[config.mk]
export PLATFORM = sky130hd
export DESIGN_NAME = gpio_intr
export DESIGN_NICKNAME = d
export VERILOG_FILES = /design/src/rtl/gpio_pkg.sv /design/src/rtl/gpio_intr_dbnc_chan.sv /design/src/rtl/gpio_intr.sv
export SDC_FILE = /design/constraint.sdc
export NUM_CORES = 1
export LEC_CHECK = 0
export BUFFER_PORTS_ARGS = -buffer_cell sky130_fd_sc_hd__buf_2
export CORE_ASPECT_RATIO = 0.5
export CORE_UTILIZATION = 62
export CTS_BUF_LIST = sky130_fd_sc_hd__clkbuf_16
export CTS_CLUSTER_SIZE = 8
export DETAILED_ROUTE_END_ITERATION = 8
export PLACE_DENSITY = 0.82
export SYNTH_ARGS = -nofsm -noshare
export SYNTH_HDL_FRONTEND = slang
export SYNTH_HIERARCHICAL = 1
export SYNTH_SLANG_ARGS = --single-unit
[constraint.sdc]
create_clock -name clk_i -period 5.02 [get_ports clk_i]
set_input_delay 0.251 -clock clk_i [delete_from_list [all_inputs] [get_ports clk_i]]
set_output_delay 0.251 -clock clk_i [all_outputs]
set_load 0.01 [all_outputs]
[src/rtl/gpio_pkg.sv]
// rtl/gpio_pkg.sv - register map and shared helpers for the GPIO interrupt peripheral
package gpio_pkg;

    localparam int GPIO_REG_ADDR_W = 12;
    localparam int GPIO_BE_W       = 4;

    localparam logic [11:0] GPIO_OUT_REG          = 12'h000;
    localparam logic [11:0] GPIO_IN_REG           = 12'h004;
    localparam logic [11:0] GPIO_IN_DBNC_REG      = 12'h008;
    localparam logic [11:0] GPIO_INTR_EN_RISE_REG = 12'h00C;
    localparam logic [11:0] GPIO_INTR_EN_FALL_REG = 12'h010;
    localparam logic [11:0] GPIO_INTR_STATE_REG   = 12'h014;
    localparam logic [11:0] GPIO_DBNC_LIMIT_REG   = 12'h018;

    // Expands byte enables into a per-bit write mask.
    function automatic logic [31:0] gpio_be_mask(input logic [GPIO_BE_W-1:0] be);
        return {{8{be[3]}}, {8{be[2]}}, {8{be[1]}}, {8{be[0]}}};
    endfunction

endpackage

[src/rtl/gpio_intr_dbnc_chan.sv]
// rtl/gpio_intr_dbnc_chan.sv - per-pin synchroniser, debouncer and edge pulse generator
module gpio_dbnc_chan
    import gpio_pkg::*;
#(
    parameter int SyncStages = 2,
    parameter int CntWidth   = 16
) (
    input  logic                clk_i,
    input  logic                rst_i,
    input  logic                pin_i,
    input  logic [CntWidth-1:0] limit_i,
    output logic                sync_o,
    output logic                dbnc_o,
    output logic                rise_o,
    output logic                fall_o
);

    logic [SyncStages-1:0] sync_q;
    logic [CntWidth-1:0]   cnt_q;
    logic [CntWidth-1:0]   last_cnt;
    logic                  dbnc_q;
    logic                  dbnc_d_q;

    assign sync_o = sync_q[SyncStages-1];

    // A limit of 0 behaves like 1: commit on the first differing cycle.
    assign last_cnt = (limit_i == '0) ? '0 : limit_i - CntWidth'(1);

    always_ff @(posedge clk_i or posedge rst_i) begin
        if (rst_i) begin
            sync_q   <= '0;
            cnt_q    <= '0;
            dbnc_q   <= 1'b0;
            dbnc_d_q <= 1'b0;
        end else begin
            sync_q   <= {sync_q[SyncStages-2:0], pin_i};
            dbnc_d_q <= dbnc_q;
            if (sync_o == dbnc_q) begin
                cnt_q <= '0;
            end else if (cnt_q >= last_cnt) begin
                dbnc_q <= sync_o;
                cnt_q  <= '0;
            end else if (cnt_q != '1) begin
                cnt_q <= cnt_q + CntWidth'(1);
            end
        end
    end

    assign dbnc_o = dbnc_q;
    assign rise_o = dbnc_q & ~dbnc_d_q;
    assign fall_o = ~dbnc_q & dbnc_d_q;

endmodule

[src/rtl/gpio_intr.sv]
// rtl/gpio_intr.sv - GPIO peripheral with masked outputs, debounced inputs and edge interrupts
module gpio_intr
    import gpio_pkg::*;
#(
    parameter int GpiWidth   = 8,
    parameter int GpoWidth   = 16,
    parameter int AddrWidth  = 32,
    parameter int DataWidth  = 32,
    parameter int RegAddr    = GPIO_REG_ADDR_W,
    parameter int CntWidth   = 16,
    parameter int DbncReset  = 500,
    parameter int SyncStages = 2
) (
    input  logic                 clk_i,
    input  logic                 rst_i,
    input  logic                 device_req_i,
    input  logic [AddrWidth-1:0] device_addr_i,
    input  logic                 device_we_i,
    input  logic [3:0]           device_be_i,
    input  logic [DataWidth-1:0] device_wdata_i,
    output logic                 device_rvalid_o,
    output logic [DataWidth-1:0] device_rdata_o,
    input  logic [GpiWidth-1:0]  gp_i,
    output logic [GpoWidth-1:0]  gp_o,
    output logic                 irq_o
);

    logic [GpiWidth-1:0]  gp_sync, gp_dbnc, rise, fall;
    logic [GpoWidth-1:0]  out_q;
    logic [GpiWidth-1:0]  en_rise_q, en_fall_q, intr_state_q;
    logic [GpiWidth-1:0]  intr_set, intr_clr;
    logic [CntWidth-1:0]  limit_q;
    logic                 irq_q, rvalid_q;
    logic [DataWidth-1:0] rdata_q, rd_mux, be_mask;
    logic [RegAddr-1:0]   reg_addr;
    logic                 wr_en, rd_en;
    logic                 wr_out, wr_en_rise, wr_en_fall, wr_state, wr_limit;
    logic                 unused_bits;

    for (genvar i = 0; i < GpiWidth; i++) begin : g_chan
        gpio_dbnc_chan #(
            .SyncStages(SyncStages),
            .CntWidth  (CntWidth)
        ) u_chan (
            .clk_i  (clk_i),
            .rst_i  (rst_i),
            .pin_i  (gp_i[i]),
            .limit_i(limit_q),
            .sync_o (gp_sync[i]),
            .dbnc_o (gp_dbnc[i]),
            .rise_o (rise[i]),
            .fall_o (fall[i])
        );
    end

    assign reg_addr   = device_addr_i[RegAddr-1:0];
    assign wr_en      = device_req_i & device_we_i;
    assign rd_en      = device_req_i & ~device_we_i;
    assign be_mask    = DataWidth'(gpio_be_mask(device_be_i));
    assign wr_out     = wr_en && (reg_addr == RegAddr'(GPIO_OUT_REG));
    assign wr_en_rise = wr_en && (reg_addr == RegAddr'(GPIO_INTR_EN_RISE_REG));
    assign wr_en_fall = wr_en && (reg_addr == RegAddr'(GPIO_INTR_EN_FALL_REG));
    assign wr_state   = wr_en && (reg_addr == RegAddr'(GPIO_INTR_STATE_REG));
    assign wr_limit   = wr_en && (reg_addr == RegAddr'(GPIO_DBNC_LIMIT_REG));

    assign intr_set = (rise & en_rise_q) | (fall & en_fall_q);
    assign intr_clr = wr_state ? (device_wdata_i[GpiWidth-1:0] & be_mask[GpiWidth-1:0]) : '0;

    always_comb begin
        rd_mux = '0;
        case (reg_addr)
            RegAddr'(GPIO_OUT_REG):          rd_mux = DataWidth'(out_q);
            RegAddr'(GPIO_IN_REG):           rd_mux = DataWidth'(gp_sync);
            RegAddr'(GPIO_IN_DBNC_REG):      rd_mux = DataWidth'(gp_dbnc);
            RegAddr'(GPIO_INTR_EN_RISE_REG): rd_mux = DataWidth'(en_rise_q);
            RegAddr'(GPIO_INTR_EN_FALL_REG): rd_mux = DataWidth'(en_fall_q);
            RegAddr'(GPIO_INTR_STATE_REG):   rd_mux = DataWidth'(intr_state_q);
            RegAddr'(GPIO_DBNC_LIMIT_REG):   rd_mux = DataWidth'(limit_q);
            default:                         rd_mux = '0;
        endcase
    end

    always_ff @(posedge clk_i or posedge rst_i) begin
        if (rst_i) begin
            out_q        <= '0;
            en_rise_q    <= '0;
            en_fall_q    <= '0;
            intr_state_q <= '0;
            limit_q      <= CntWidth'(DbncReset);
            irq_q        <= 1'b0;
            rvalid_q     <= 1'b0;
            rdata_q      <= '0;
        end else begin
            if (wr_out)
                out_q <= (out_q & ~be_mask[GpoWidth-1:0]) | (device_wdata_i[GpoWidth-1:0] & be_mask[GpoWidth-1:0]);
            if (wr_en_rise)
                en_rise_q <= (en_rise_q & ~be_mask[GpiWidth-1:0]) | (device_wdata_i[GpiWidth-1:0] & be_mask[GpiWidth-1:0]);
            if (wr_en_fall)
                en_fall_q <= (en_fall_q & ~be_mask[GpiWidth-1:0]) | (device_wdata_i[GpiWidth-1:0] & be_mask[GpiWidth-1:0]);
            if (wr_limit)
                limit_q <= (limit_q & ~be_mask[CntWidth-1:0]) | (device_wdata_i[CntWidth-1:0] & be_mask[CntWidth-1:0]);
            // Hardware set is applied after the clear so a coincident event is never lost.
            intr_state_q <= (intr_state_q & ~intr_clr) | intr_set;
            irq_q        <= |intr_state_q;
            rvalid_q     <= device_req_i;
            rdata_q      <= rd_en ? rd_mux : '0;
        end
    end

    assign gp_o            = out_q;
    assign irq_o           = irq_q;
    assign device_rvalid_o = rvalid_q;
    assign device_rdata_o  = rdata_q;

    assign unused_bits = ^{device_addr_i[AddrWidth-1:RegAddr], device_wdata_i, be_mask};

endmodule

After elaboration in Yosys (flattened, before gate mapping)
Cells that the tools add are included.

storage, ports and cells
  bits in registers = 250
  output and inout bits = 50

operators by class
  reductions and logical operators = 24
  $lt $le $gt $ge = 8
  muxes and demuxes = 28
  equality and inequality tests = 22
  bitwise operators = 61
  $add $sub $neg = 9

operators by type and width
  kind                                                                     number
  16-bit two-way mux                                                       25
  16-bit by 1-bit adder with 16-bit output (second input constant)         8
  16-bit >= comparator                                                     8
  16-bit inequality test (second input constant)                           8
  16-bit one-hot mux with 7 select lines                                   1
  16-bit AND                                                               3
  8-bit AND                                                                6
  12-bit by 5-bit equality test with 1-bit output (second input constant)  3
  32-bit two-way mux                                                       1
  16-bit OR                                                                2
  8-bit OR                                                                 4
  1-bit inverter                                                           25
  12-bit by 4-bit equality test with 1-bit output (second input constant)  2
  3-bit nonzero test                                                       8
  1-bit AND                                                                18
  16-bit zero test                                                         1
  16-bit inverter                                                          1
  8-bit inverter                                                           2
  2-bit AND reduction                                                      8
  16-bit by 1-bit subtractor with 16-bit output (second input constant)    1
  12-bit by 3-bit equality test with 1-bit output (second input constant)  1
  12-bit zero test                                                         1
  1-bit equality test                                                      8
  8-bit two-way mux                                                        1
  2 further kinds                                                          6

Longest topological paths before layout
  depth in word-level cells = 6
  depth in mapped cells = 14

Hierarchy
The synthesis kept the hierarchy.

modules (own cells, without submodules)
  module                                 seq. area each (µm²)  times used  area each (µm²)  cells an instance
  gpio_dbnc_chan (g_chan[1].u_chan ...)  500.5                 4           1,794.2          200
  gpio_intr                              1,859.3               1           3,624.7          299
  gpio_dbnc_chan (g_chan[2].u_chan)      500.5                 1           1,711.6          195
  gpio_dbnc_chan (g_chan[7].u_chan)      500.5                 1           1,687.9          194
  gpio_dbnc_chan (g_chan[3].u_chan)      500.5                 1           1,667.8          196
  gpio_dbnc_chan (g_chan[0].u_chan)      500.5                 1           1,661.6          198

Worst setup path after synthesis
No wires, ideal clock.

  kind = flip-flop to flip-flop
  from = reg with a tool-made name
  to = reg g_chan[7].u_chan.cnt_q[11]
  arrival = 3,651 ps
  data required time = 4,901 ps
  period minus slack after synthesis = 3,769 ps
  setup time = 119 ps
  stages on the path, launching flop included = 13
  path slack = 1,251 ps
  cells stage by stage = dfrtp_1 -> or4_4 -> nor4b_4 -> nor3b_2 -> xor2_1 -> nand2_1 -> ha_1 -> nand4_1 -> nor2_1 -> or4b_2 -> nand4_1 -> buf_4 -> nor2_1

RTL lines
  element               RTL line                   RTL
  end signal, assigned  gpio_intr_dbnc_chan.sv:44  cnt_q <= cnt_q + CntWidth'(1);
  end, declared         gpio_intr_dbnc_chan.sv:19  logic [CntWidth-1:0] cnt_q;

==> metrics <==
Fin Setup TNS 0 ns; Internal Power 3.383 mW; Fin. Hold Viols 0; first-pass GRT wire length 72.06 mm; Reg clk slew, reported paths 0.05 ns; combinational power share 9.7%; worst vdd rail ir drop 250.7 µV; Top Ports 130; clk_lat worst skew 0.53 ns; max_cap viols 0; H-tree levels 2; Vias/cell 6.226; initial core utilization 63.15%; DRT Pass-1 Iters 6; Yosys top cell by area dfrtp_1; row cnt 43; Area Growth Syn to Fin 11.52%; die area 28,990 µm²; vias in the first global route 14,421; antenna violations before repair 2; Top FF cell, synth dfrtp_1; YS warnings 6; Final Max Tran Viols 0; CTS root buffer clkbuf_16; post-layout min period 4.271 ns; Inst Count DP 2,330; Tcrit/Tclk final 85.08%; final WL 43.84 mm; Yosys reg bits 234; upper clock frequency limit 234.1 MHz; Worst Path Max Fanout 16; Num CTS Buffers 35; Syn Area/Cell 9.315 µm²; Setup CP Type reg -> reg; chip width 239.8 µm; post-cts sizing count 0; Setup WS pre-CTS 0.7847 ns; GPL Wtd Cong 0.8866; detailed router's first-iteration violation count 1,268; die height 120.9 µm; total gr overflow 0; Worst Clk Skew 0.02706 ns; Slew @ Worst Pin 0.9983 ns; CTS tree done; Slew HR 33.27%; Critical Path AT 4.69 ns; residual DRC count 0; number of nets in the layout 2,236; # setup viols final 0; core footprint 27,760 µm²; clock net sink count 234; Worst Hold Class in -> reg; sequential area share after synthesis 33.45%; via count 15,023; layout cells sized above 1 15.47%; crit path capture type register; largest net degree at the start of global routing 42; EDFF count, synth 0; Tot GR Track Use 30.89%; Max clock buf depth 3; design area 19,550 µm²; DRT antenna net count 0; Startpoint Class register; worst path required time 5.44 ns; setup ws final 0.7491 ns; post-synthesis instance total 1,882; Clk pwr share 47.1%; Synth cell types 87; Synth top area share 32.55%; final non-filler cell total 2,413; sequential power share 43.1%; hpwl dp 30.15 mm; dpl cell area 18,330 µm²; switching share of total power 26.98%; P_leak 8.629 nW; ys async rst share 100.0%; power per cell area 237.0 nW/µm²; ranking of synthesized cells by area dfrtp_1 (33%), ha_1 (11%), xnor2_1 (4.4%); PortBufs 75; post-synthesis cell area 17,530 µm²; routed len/inst 18.17 µm; net load switching power 1.250 mW; status finished, final reports clean; unrepaired setup endpoints after global routing false
cell usage after synthesis (9+ instances only):
master / instances
dfrtp_1: 228
nand2_1: 191
nor2_1: 181
ha_1: 152
nor3_1: 92
a21oi_1: 88
xnor2_1: 88
nand3_1: 76
xor2_1: 74
inv_1: 60
mux2_2: 59
nand4_1: 54
mux2i_1: 47
o21ai_0: 44
nor4_1: 29
a31oi_1: 21
nor2b_1: 21
a211oi_1: 19
nand2b_1: 19
buf_4: 18
or3_1: 16
nand3b_1: 15
and4_1: 14
clkbuf_1: 11
nor3b_1: 11
buf_2: 10
nor3_2: 10
nor4_4: 10
or4_4: 9
cell type report:
cell class / instances / area [µm²]
fill: 2058 / 8212
clock buffer: 35 / 875.8
sequential: 234 / 5863
inverter: 60 / 225.2
timing repair buffer: 120 / 760.7
clock inverter: 28 / 151.4
tap: 382 / 478.0
multi-input combinational: 1553 / 11190
antenna: 1 / 2.502
stage by stage:
stage	utilization, %	power, mW	hold WS (ns)
2_1_floorplan	-	2.363	0.2148
4_1_cts	70.41	4.658	0.006054
3_3_place_gp	66.03	2.450	0.3313
5_1_grt	70.42	4.801	0.02062
6_report	70.42	4.634	0.02416
3_5_place_dp	66.03	2.463	0.3365
critical path: stages, from the launching register on:
cell	delay, ns
dfrtp_1	0.63
or4_4	0.65
nor4_1	0.63
nand2_1	0.32
nand2_1	0.16
ha_1	0.26
a41oi_1	0.18
o21ai_0	0.12
a21oi_1	0.19
nand4_1	0.59
a211oi_1	0.42
timing repair:
action                    4_1_cts  5_1_grt
buffers inserted                0        0
hold buffers                   19        0
hold endpoints to repair       36        0
power by group through the flow:
stage / registers, mW / logic [mW] / clock network (mW)
2_1_floorplan: 2.01 / 0.354 / 0
3_3_place_gp: 2.03 / 0.425 / 0
3_5_place_dp: 2.03 / 0.437 / 0
4_1_cts: 2.00 / 0.451 / 2.21
5_1_grt: 2.00 / 0.504 / 2.29
6_report: 2.00 / 0.451 / 2.18
per-layer routing:
layer  track usage, %  part of all wire [%]  up-vias  wire length (µm)
li1                 -                     -     7124                 -
met1            41.95                    43     7193             18830
met2            49.89                    46      592             20230
met3            5.323                   7.7      112              3392
met4            10.98                   3.1        2              1377
met5                0                 0.030        -                13
cells by family (layout without fill, tap and decap cells):
kind of cell | after synthesis | count (layout) | synth area share (%)
simple gates | 846 | 846 | 27.76
compound gates | 270 | 270 | 10.27
flops | 234 | 234 | 33.45
xor+xnor | 162 | 162 | 8.094
fa+ha+maj | 152 | 152 | 10.85
buf+inv | 110 | 243 | 3.026
mux | 107 | 107 | 6.538
other cells | 1 | 17 | 0.02139
final timing paths:
| check | startpoint | to | slack [ns] | cells after the start |
|---|---|---|---|---|
| max reg2reg | register | g_chan[3].u_chan/cnt_q[11] | 0.75 | 10 |
| max | register | g_chan[3].u_chan/cnt_q[11] | 0.75 | 10 |
| max in group asynchronous | rst_i | asynchronous set/reset pin | 3.43 | 4 |
| min | device_wdata_i[3] | register | 0.02 | 2 |
| min in group asynchronous | rst_i | asynchronous set/reset pin | 0.58 | 3 |
| min reg2reg | g_chan[0].u_chan/sync_q[0] | g_chan[0].u_chan/sync_q[1] | 0.35 | 0 |
cells in the final DEF, fill, tap and decap left out, types with 9 or more instances in the layout:
cell           count
nand2_1          191
dfrtp_1          228
buf_2             75
a21oi_1           88
a211oi_1          19
a31oi_1           21
or4_4              9
nor3_2            10
nand4_1           54
nor2b_1           21
nand2b_1          19
and4_1            14
ha_1             152
nor4_1            29
or3_1             16
o21ai_0           44
nand3b_1          15
nor2_1           181
xnor2_1           88
xor2_1            74
inv_1             83
nor3_1            92
conb_1            16
nor4_4            10
mux2i_1           47
dlygate4sd3_1     19
clkbuf_16         35
mux2_2            59
buf_4             26
nand3_1           76
nor3b_1           11
No activity file was read; power rests on OpenSTA's default activity.
